## src/rtl/pipeline_hazard_ctrl.sv

```systemverilog
// -----------------------------------------------------------------------------
// pipeline_hazard_ctrl
//   Central stall/flush sequencer for the 5-stage pipeline. Handles the hazards
//   that EX-stage forwarding cannot resolve: load-use, taken-branch redirect,
//   instruction/data memory wait, and the HLT drain sequence. Keeps a
//   saturating count of stalled cycles for performance debug.
//
// Ports:
//   clk, rst_n            clock (rising edge), asynchronous active-low reset
//   ifid_rs/rt            source registers of the instruction in ID
//   ifid_uses_rs/rt       ID instruction actually reads rs / rt
//   idex_mem_read         EX instruction is a load
//   idex_reg_write        EX instruction writes a register
//   idex_wr               EX destination register
//   ex_branch_taken       branch resolved taken in EX
//   imem_busy, dmem_busy  instruction / data memory not ready
//   halt_id               HLT decoded in ID
//   pc_write..memwb_write pipeline register enables (combinational)
//   ifid_flush/idex_flush bubble insertion (combinational)
//   halted                pipeline empty after HLT (registered)
//   stall_count           saturating count of RUN cycles with pc_write=0
// -----------------------------------------------------------------------------
module pipeline_hazard_ctrl #(
  parameter int REG_ADDR_W   = 4,
  parameter int DRAIN_CYCLES = 4,
  parameter int CNT_W        = 16
) (
  input  logic                  clk,
  input  logic                  rst_n,
  input  logic [REG_ADDR_W-1:0] ifid_rs,
  input  logic [REG_ADDR_W-1:0] ifid_rt,
  input  logic                  ifid_uses_rs,
  input  logic                  ifid_uses_rt,
  input  logic                  idex_mem_read,
  input  logic                  idex_reg_write,
  input  logic [REG_ADDR_W-1:0] idex_wr,
  input  logic                  ex_branch_taken,
  input  logic                  imem_busy,
  input  logic                  dmem_busy,
  input  logic                  halt_id,
  output logic                  pc_write,
  output logic                  ifid_write,
  output logic                  ifid_flush,
  output logic                  idex_write,
  output logic                  idex_flush,
  output logic                  exmem_write,
  output logic                  memwb_write,
  output logic                  halted,
  output logic [CNT_W-1:0]      stall_count
);

  localparam int DRN_W = (DRAIN_CYCLES > 1) ? $clog2(DRAIN_CYCLES) : 1;
  localparam logic [DRN_W-1:0] DRN_LOAD = DRN_W'(DRAIN_CYCLES - 1);

  typedef enum logic [1:0] {
    RUN    = 2'd0,
    DRAIN  = 2'd1,
    HALTED = 2'd2
  } state_t;

  state_t            state_r;
  logic [DRN_W-1:0]  drain_cnt_r;
  logic [CNT_W-1:0]  stall_count_r;
  logic              halted_r;

  logic              lu_s;
  logic              pc_write_s;
  logic              ifid_write_s;
  logic              ifid_flush_s;
  logic              idex_write_s;
  logic              idex_flush_s;
  logic              exmem_write_s;
  logic              memwb_write_s;

  // Load-use detection: a load in EX whose non-R0 destination is read in ID.
  always_comb begin
    lu_s = idex_mem_read & idex_reg_write &
           (idex_wr != {REG_ADDR_W{1'b0}}) &
           ((ifid_uses_rs & (ifid_rs == idex_wr)) |
            (ifid_uses_rt & (ifid_rt == idex_wr)));
  end

  // Pipeline-register controls decoded from state and current hazards.
  always_comb begin
    pc_write_s    = 1'b0;
    ifid_write_s  = 1'b0;
    ifid_flush_s  = 1'b0;
    idex_write_s  = 1'b0;
    idex_flush_s  = 1'b0;
    exmem_write_s = 1'b0;
    memwb_write_s = 1'b0;
    if (!rst_n) begin
      // Everything held while reset is asserted.
      pc_write_s = 1'b0;
    end else begin
      case (state_r)
        RUN: begin
          if (dmem_busy) begin
            // Full freeze; a pending branch stays asserted until unfrozen.
            pc_write_s = 1'b0;
          end else if (ex_branch_taken) begin
            // Redirect: wrong-path instructions in IF/ID and ID/EX are killed,
            // which also drops any load-use or HLT seen on the wrong path.
            pc_write_s    = 1'b1;
            ifid_write_s  = 1'b1;
            ifid_flush_s  = 1'b1;
            idex_write_s  = 1'b1;
            idex_flush_s  = 1'b1;
            exmem_write_s = 1'b1;
            memwb_write_s = 1'b1;
          end else if (lu_s) begin
            // Hold PC and IF/ID, push a bubble into EX.
            idex_write_s  = 1'b1;
            idex_flush_s  = 1'b1;
            exmem_write_s = 1'b1;
            memwb_write_s = 1'b1;
          end else if (imem_busy || halt_id) begin
            // Stop fetching and feed a bubble into ID; older work proceeds.
            ifid_write_s  = 1'b1;
            ifid_flush_s  = 1'b1;
            idex_write_s  = 1'b1;
            exmem_write_s = 1'b1;
            memwb_write_s = 1'b1;
          end else begin
            pc_write_s    = 1'b1;
            ifid_write_s  = 1'b1;
            idex_write_s  = 1'b1;
            exmem_write_s = 1'b1;
            memwb_write_s = 1'b1;
          end
        end
        DRAIN: begin
          ifid_flush_s = 1'b1;
          if (dmem_busy) begin
            idex_write_s = 1'b0;
          end else begin
            idex_write_s  = 1'b1;
            exmem_write_s = 1'b1;
            memwb_write_s = 1'b1;
          end
        end
        HALTED: begin
          pc_write_s = 1'b0;
        end
        default: begin
          pc_write_s = 1'b0;
        end
      endcase
    end
  end

  // Sequencer state, drain counter, halted flag and stall counter.
  always_ff @(posedge clk or negedge rst_n) begin
    if (!rst_n) begin
      state_r       <= RUN;
      drain_cnt_r   <= {DRN_W{1'b0}};
      stall_count_r <= {CNT_W{1'b0}};
      halted_r      <= 1'b0;
    end else begin
      case (state_r)
        RUN: begin
          if (!pc_write_s && (stall_count_r != {CNT_W{1'b1}})) begin
            stall_count_r <= stall_count_r + {{(CNT_W-1){1'b0}}, 1'b1};
          end else begin
            stall_count_r <= stall_count_r;
          end
          if (!dmem_busy && !ex_branch_taken && !lu_s && !imem_busy && halt_id) begin
            state_r     <= DRAIN;
            drain_cnt_r <= DRN_LOAD;
          end else begin
            state_r     <= RUN;
            drain_cnt_r <= drain_cnt_r;
          end
          halted_r <= 1'b0;
        end
        DRAIN: begin
          if (dmem_busy) begin
            state_r     <= DRAIN;
            drain_cnt_r <= drain_cnt_r;
            halted_r    <= 1'b0;
          end else if (drain_cnt_r == {DRN_W{1'b0}}) begin
            state_r     <= HALTED;
            drain_cnt_r <= drain_cnt_r;
            halted_r    <= 1'b1;
          end else begin
            state_r     <= DRAIN;
            drain_cnt_r <= drain_cnt_r - {{(DRN_W-1){1'b0}}, 1'b1};
            halted_r    <= 1'b0;
          end
        end
        HALTED: begin
          state_r  <= HALTED;
          halted_r <= 1'b1;
        end
        default: begin
          state_r     <= RUN;
          drain_cnt_r <= {DRN_W{1'b0}};
          halted_r    <= 1'b0;
        end
      endcase
    end
  end

  assign pc_write    = pc_write_s;
  assign ifid_write  = ifid_write_s;
  assign ifid_flush  = ifid_flush_s;
  assign idex_write  = idex_write_s;
  assign idex_flush  = idex_flush_s;
  assign exmem_write = exmem_write_s;
  assign memwb_write = memwb_write_s;
  assign halted      = halted_r;
  assign stall_count = stall_count_r;

endmodule

```

## config.mk

```make
export PLATFORM = sky130hd
export DESIGN_NAME = pipeline_hazard_ctrl
export DESIGN_NICKNAME = d
export VERILOG_FILES = /design/src/rtl/pipeline_hazard_ctrl.sv
export SDC_FILE = /design/constraint.sdc
export NUM_CORES = 1
export LEC_CHECK = 0
export ABC_AREA = 1
export ABC_CLOCK_PERIOD_IN_PS = 3600
export BUFFER_PORTS_ARGS = -buffer_cell sky130_fd_sc_hd__buf_2
export CORE_UTILIZATION = 30
export CTS_CLUSTER_SIZE = 10
export DETAILED_ROUTE_END_ITERATION = 6
export GPL_ROUTABILITY_DRIVEN = 0
export PLACE_DENSITY = 0.48
export SYNTH_ARGS = -nofsm -noshare
export SYNTH_HDL_FRONTEND = slang
export SYNTH_SLANG_ARGS = --single-unit
export TNS_END_PERCENT = 30
```

## constraint.sdc

```tcl
create_clock -name clk -period 3.6 [get_ports clk]
set_input_delay 0.18 -clock clk [delete_from_list [all_inputs] [get_ports clk]]
set_output_delay 0.18 -clock clk [all_outputs]
set_load 0.02 [all_outputs]
```

== Yosys cells after proc, flatten, opt, wreduce, memory -nomap -nowiden ==
Cells that the tools add are included.
Word-level totals
  register bits: 21
  bits of input ports: 22
  output and inout bits: 24
  logic and storage cells: 74
Cells by class
  $add $sub $neg: 2
  equality and inequality tests: 8
  muxes and demuxes: 36
  bitwise operators: 7
  reductions and logical operators: 17
Operators with widths (count)
  $mux W1: 27
  $add A16 B1 Y16 const B: 1
  $ne A16 B16 Y1 const B: 1
  $pmux W2 S3: 2
  $mux W2: 5
  $eq A4 B4 Y1: 2
  $ne A2 B2 Y1 const B: 3
  $and A1 B1 Y1: 5
  $logic_and A1 B1 Y1: 5
  $logic_not A1 Y1: 5
  $logic_not A2 Y1: 2
  $pmux W1 S2: 2
  $reduce_and A4 Y1: 1
  $reduce_bool A4 Y1: 1
  $eq A2 B1 Y1 const B: 1
  $eq A2 B2 Y1 const B: 1
  $reduce_and A2 Y1: 1
  $reduce_or A2 Y1: 1
  $sub A2 B1 Y2 const B: 1
  $logic_or A1 B1 Y1: 1
  $not A1 Y1: 1
  $or A1 B1 Y1: 1

== Logic depth before layout (Yosys ltp) ==
  word-level depth: 12
  gate-level depth with buffers: 12

== Least setup slack after synthesis ==
OpenSTA, ideal clock, no wires.
  path kind: register to register
  start: reg stall_count_r[0] (netlist: stall_count[0])
  end: reg stall_count_r[5] (netlist: stall_count[5])
  setup time: 0.118 ns
  arrival time: 1.652 ns
  setup slack: 1.830 ns
  cell stages (with the launch flop): 10
  buffers on the path: 1
  cells stage by stage: dfrtp_1 > ha_1 > nand3_1 > inv_2 > nand2_2 > nor3_4 > a31oi_4 > buf_2 > nand3_1 > nand2_1
On the way
  word-level cells in the longest chain between the ends: 3
  elaborated cells between the ends (all ways): 4
  classes of those cells: 1 x add/sub; 1 x eq/ne; 2 x reduce/logical
RTL lines
  from (decl): RTL line 63  | logic [CNT_W-1:0] stall_count_r;
  from (signal assigned): RTL line 157  | stall_count_r <= {CNT_W{1'b0}};
  from (signal assigned): RTL line 163  | stall_count_r <= stall_count_r + {{(CNT_W-1){1'b0}}, 1'b1};
  from (signal assigned): RTL line 165  | stall_count_r <= stall_count_r;
  branches (longest 3 deep; another with $add A16 B1 Y16)
Parallel ways; which one is timed is not known.
A chain may end at the register's enable or synchronous reset.

== Worst setup path after layout ==
  start: in rst_n
  end: out pc_write
On the way
  word-level cells in the longest chain between the ends: 1
RTL lines
  from (decl): RTL line 29  | input logic rst_n,
  $mux W1: RTL line 92  | if (!rst_n) begin
  to (decl): RTL line 41  | output logic pc_write,
No other way between the ends.

==> impl_results.md <==
* Port buffer count at 45
* Vias per cell at 4.48
* DP Wirelength at 2820 microns
* Chip width at 74.1 microns
* DP Worst Slack at 1.63 ns
* CTS tree: built
* First-pass GRT wire length at 6200 microns
* Total global routing overflow at 0
* Diode count at 0
* Cell Count, Final, Fillers Out at 335
* Hold Path Class: primary input to register
* Multi-input logic area at 900 sq um
* Global-route usage over all layers at 0.146
* Cells after DPL at 330
* Pin count of the biggest net entering global routing at 24
* CP required at 3.42 ns
* Initial drt markers at 57
* Commonest non-fill, non-tap cell in the layout: nand2_1
* Final instance area at 0.00189 sq mm
* Syn Area/Cell at 7.02 sq um
* Sw Share at 0.456
* Crit-path leading delay family: buffers and inverters
* Max-slew violations at 0
* CTS root buffer: clkbuf_8
* Vias in the first global route at 1,341
* Drt first pass iters at 4
* Fillers at 536
* Yosys reg bits at 21
* Die ar. at 0.00549 sq mm
* Row count at 25
* Distinct cells, synth at 27
* Max incr delay on CP at 0.52 ns
* Most frequent cells in the layout: nand2_1 (73), buf_2 (45), nand3_1 (27)
* Combinational Power Share at 0.483
* Worst EP arrival at 2.11 ns
* NetSw at 0.449 mW
* Flop pwr share at 0.359
* Mapped Cells at 222
* Die height at 74.1 microns
* VDD IR-drop max at 0.250 mV
* Status: complete, no violations
* Worst reg2reg startpoint: stall_count[0]
* Post-Synthesis Net Count at 250
* Post-route setup slack at 1.31 ns
* PwrDens at 519 mW/mm^2
* # Post-CTS Setup Buffers at 0
* Via count at 1,500
* Critical path type: primary input to output pin
* Placement Cell Area at 0.00184 sq mm
* Drt wl/cell at 10.8 microns
* Setup_tns at 0 ns
* CP most frequent cell: buf_2
* Initial Util at 0.322
* Worst setup EP type: output pin
* CP Buf/Inv Count at 5
* Ordered list of cells on the worst path: dlygate4sd3_1, buf_2, buf_4, nand2_1, nor2_1, nand3_2, inv_1, buf_2
* Final nets at 297
* Final setup viols at 0
* CTS Buf Count at 3
* Final Util at 0.391
* Register area share after synthesis at 0.337
* I/O pin count at 46
* Min-delay src: imem_busy
* Int Pwr at 0.535 mW
* Max-cap viol count at 0
* Post-Syn Area at 0.00156 sq mm
* Slew HR at 0.646
* CTS sink cnt at 21
* Critical Path Fanout Max at 23
* Clk_lat worst skew at 0.26 ns
* Core region area at 0.00485 sq mm
* RSZ-0062 raised after global routing: no
* Period minus WS final at 2.29 ns
* Worst-path clk slew at 0.07 ns
* Tightest Pin Transition at 0.531 ns
* Slowest cell on crit path: dlygate4sd3_1
* Clock power frac at 0.158
* Layout cells sized above 1 at 0.216
* Routed WL at 3630 microns
* Min Hold Slack at 0.271 ns
* Drt drc at 0
* Final period util at 0.636
* Initial antenna violation count at 0
* Worst clock skew at 0.00480 ns
* H-tree Lvls at 1
* P&R area growth vs syn at 21.5%
* Fmax at 0.437 GHz
* Crit path launch: rst_n
* Leakage at 1.08 nW
* Final hold vios at 0
* Total power at 0.984 mW
* Yosys warns at 0
* Routed Antenna Nets at 0
* Storage element area at 526 sq um
* CTS Buffer Depth at 2
* Critical Path Source Type: primary input
-- registers in the layout, indices dropped and copies added, names as in the netlist --
signal and count:
stall_count 16, drain_cnt_r 2, state_r 2, halted 1
-- power by group through the flow --
stage                     Clock [mW]  Sequential (mW)  Combinational, mW
after global placement             0            0.359              0.479
after global routing           0.175            0.361              0.542
after floorplan                    0            0.383              0.332
final                          0.156            0.353              0.475
after detailed placement           0            0.356              0.477
after CTS                      0.166            0.353              0.481
-- path summary, 6_finish.rpt --
kind	endpoint	slack [ns]	cells after the start
worst max-delay path	pc_write	1.31	8
worst min-delay path	state_r[0]	0.27	4
worst max register to register	stall_count[15]	1.63	9
worst min register to register	drain_cnt_r[0]	0.54	2
max in group asynchronous	drain_cnt_r[0]	2.94	3
min in group asynchronous	stall_count[13]	0.42	3
-- cells by family (layout without fill, tap and decap cells) --
kind of cell             Yosys count  after routing  share of synthesized area
buffers and inverters             31             77                     0.0859
adder cells (fa/ha/maj)            6              6                     0.0482
AND/OR/NAND/NOR                  135            135                      0.381
flip-flops                        21             21                      0.337
AO/OA/AOI/OAI                     13             13                     0.0578
XOR/XNOR                          16             16                     0.0899
-- worst min-delay path, stage by stage --
cell     delay, ns
buf_2         0.10
nor3b_1       0.06
nand4_1       0.09
a21oi_1       0.07
-- layout make-up --
class,instances,area share
Multi-Input combinational cell,170,0.475
Tap cell,67,0.0443
Clock buffer,4,0.0238
Inverter,26,0.0515
Timing Repair Buffer,47,0.128
Sequential cell,21,0.277
-- synthesized netlist by cell type (all sizes together) --
library cell	instances	share of area
nand3b	1	0.0048
o21ai	5	0.016
xnor2	11	0.062
nor3b	1	0.0048
nand2	75	0.19
nand4	4	0.016
a31oi	2	0.018
a21oi	3	0.0096
buf	5	0.023
nor2	21	0.052
inv	26	0.063
xor2	5	0.028
nor3	5	0.023
ha	6	0.048
a21boi	2	0.0096
dfrtp	21	0.34
o21bai	1	0.0048
nand3	28	0.093
-- routing by layer --
layer	vias to the layer above	track usage	routed length, microns
met2	25	0.231	1660
met3	4	0.0339	120
met4	0	0.0385	30
li1	795	-	-
met1	676	0.200	1820
met5	-	0	0
-- repair_timing --
action	CTS	global route
hold buffers	1	0
hold endpoints to repair	21	0
resized for setup	0	0
No activity file was read; power rests on OpenSTA's default activity.
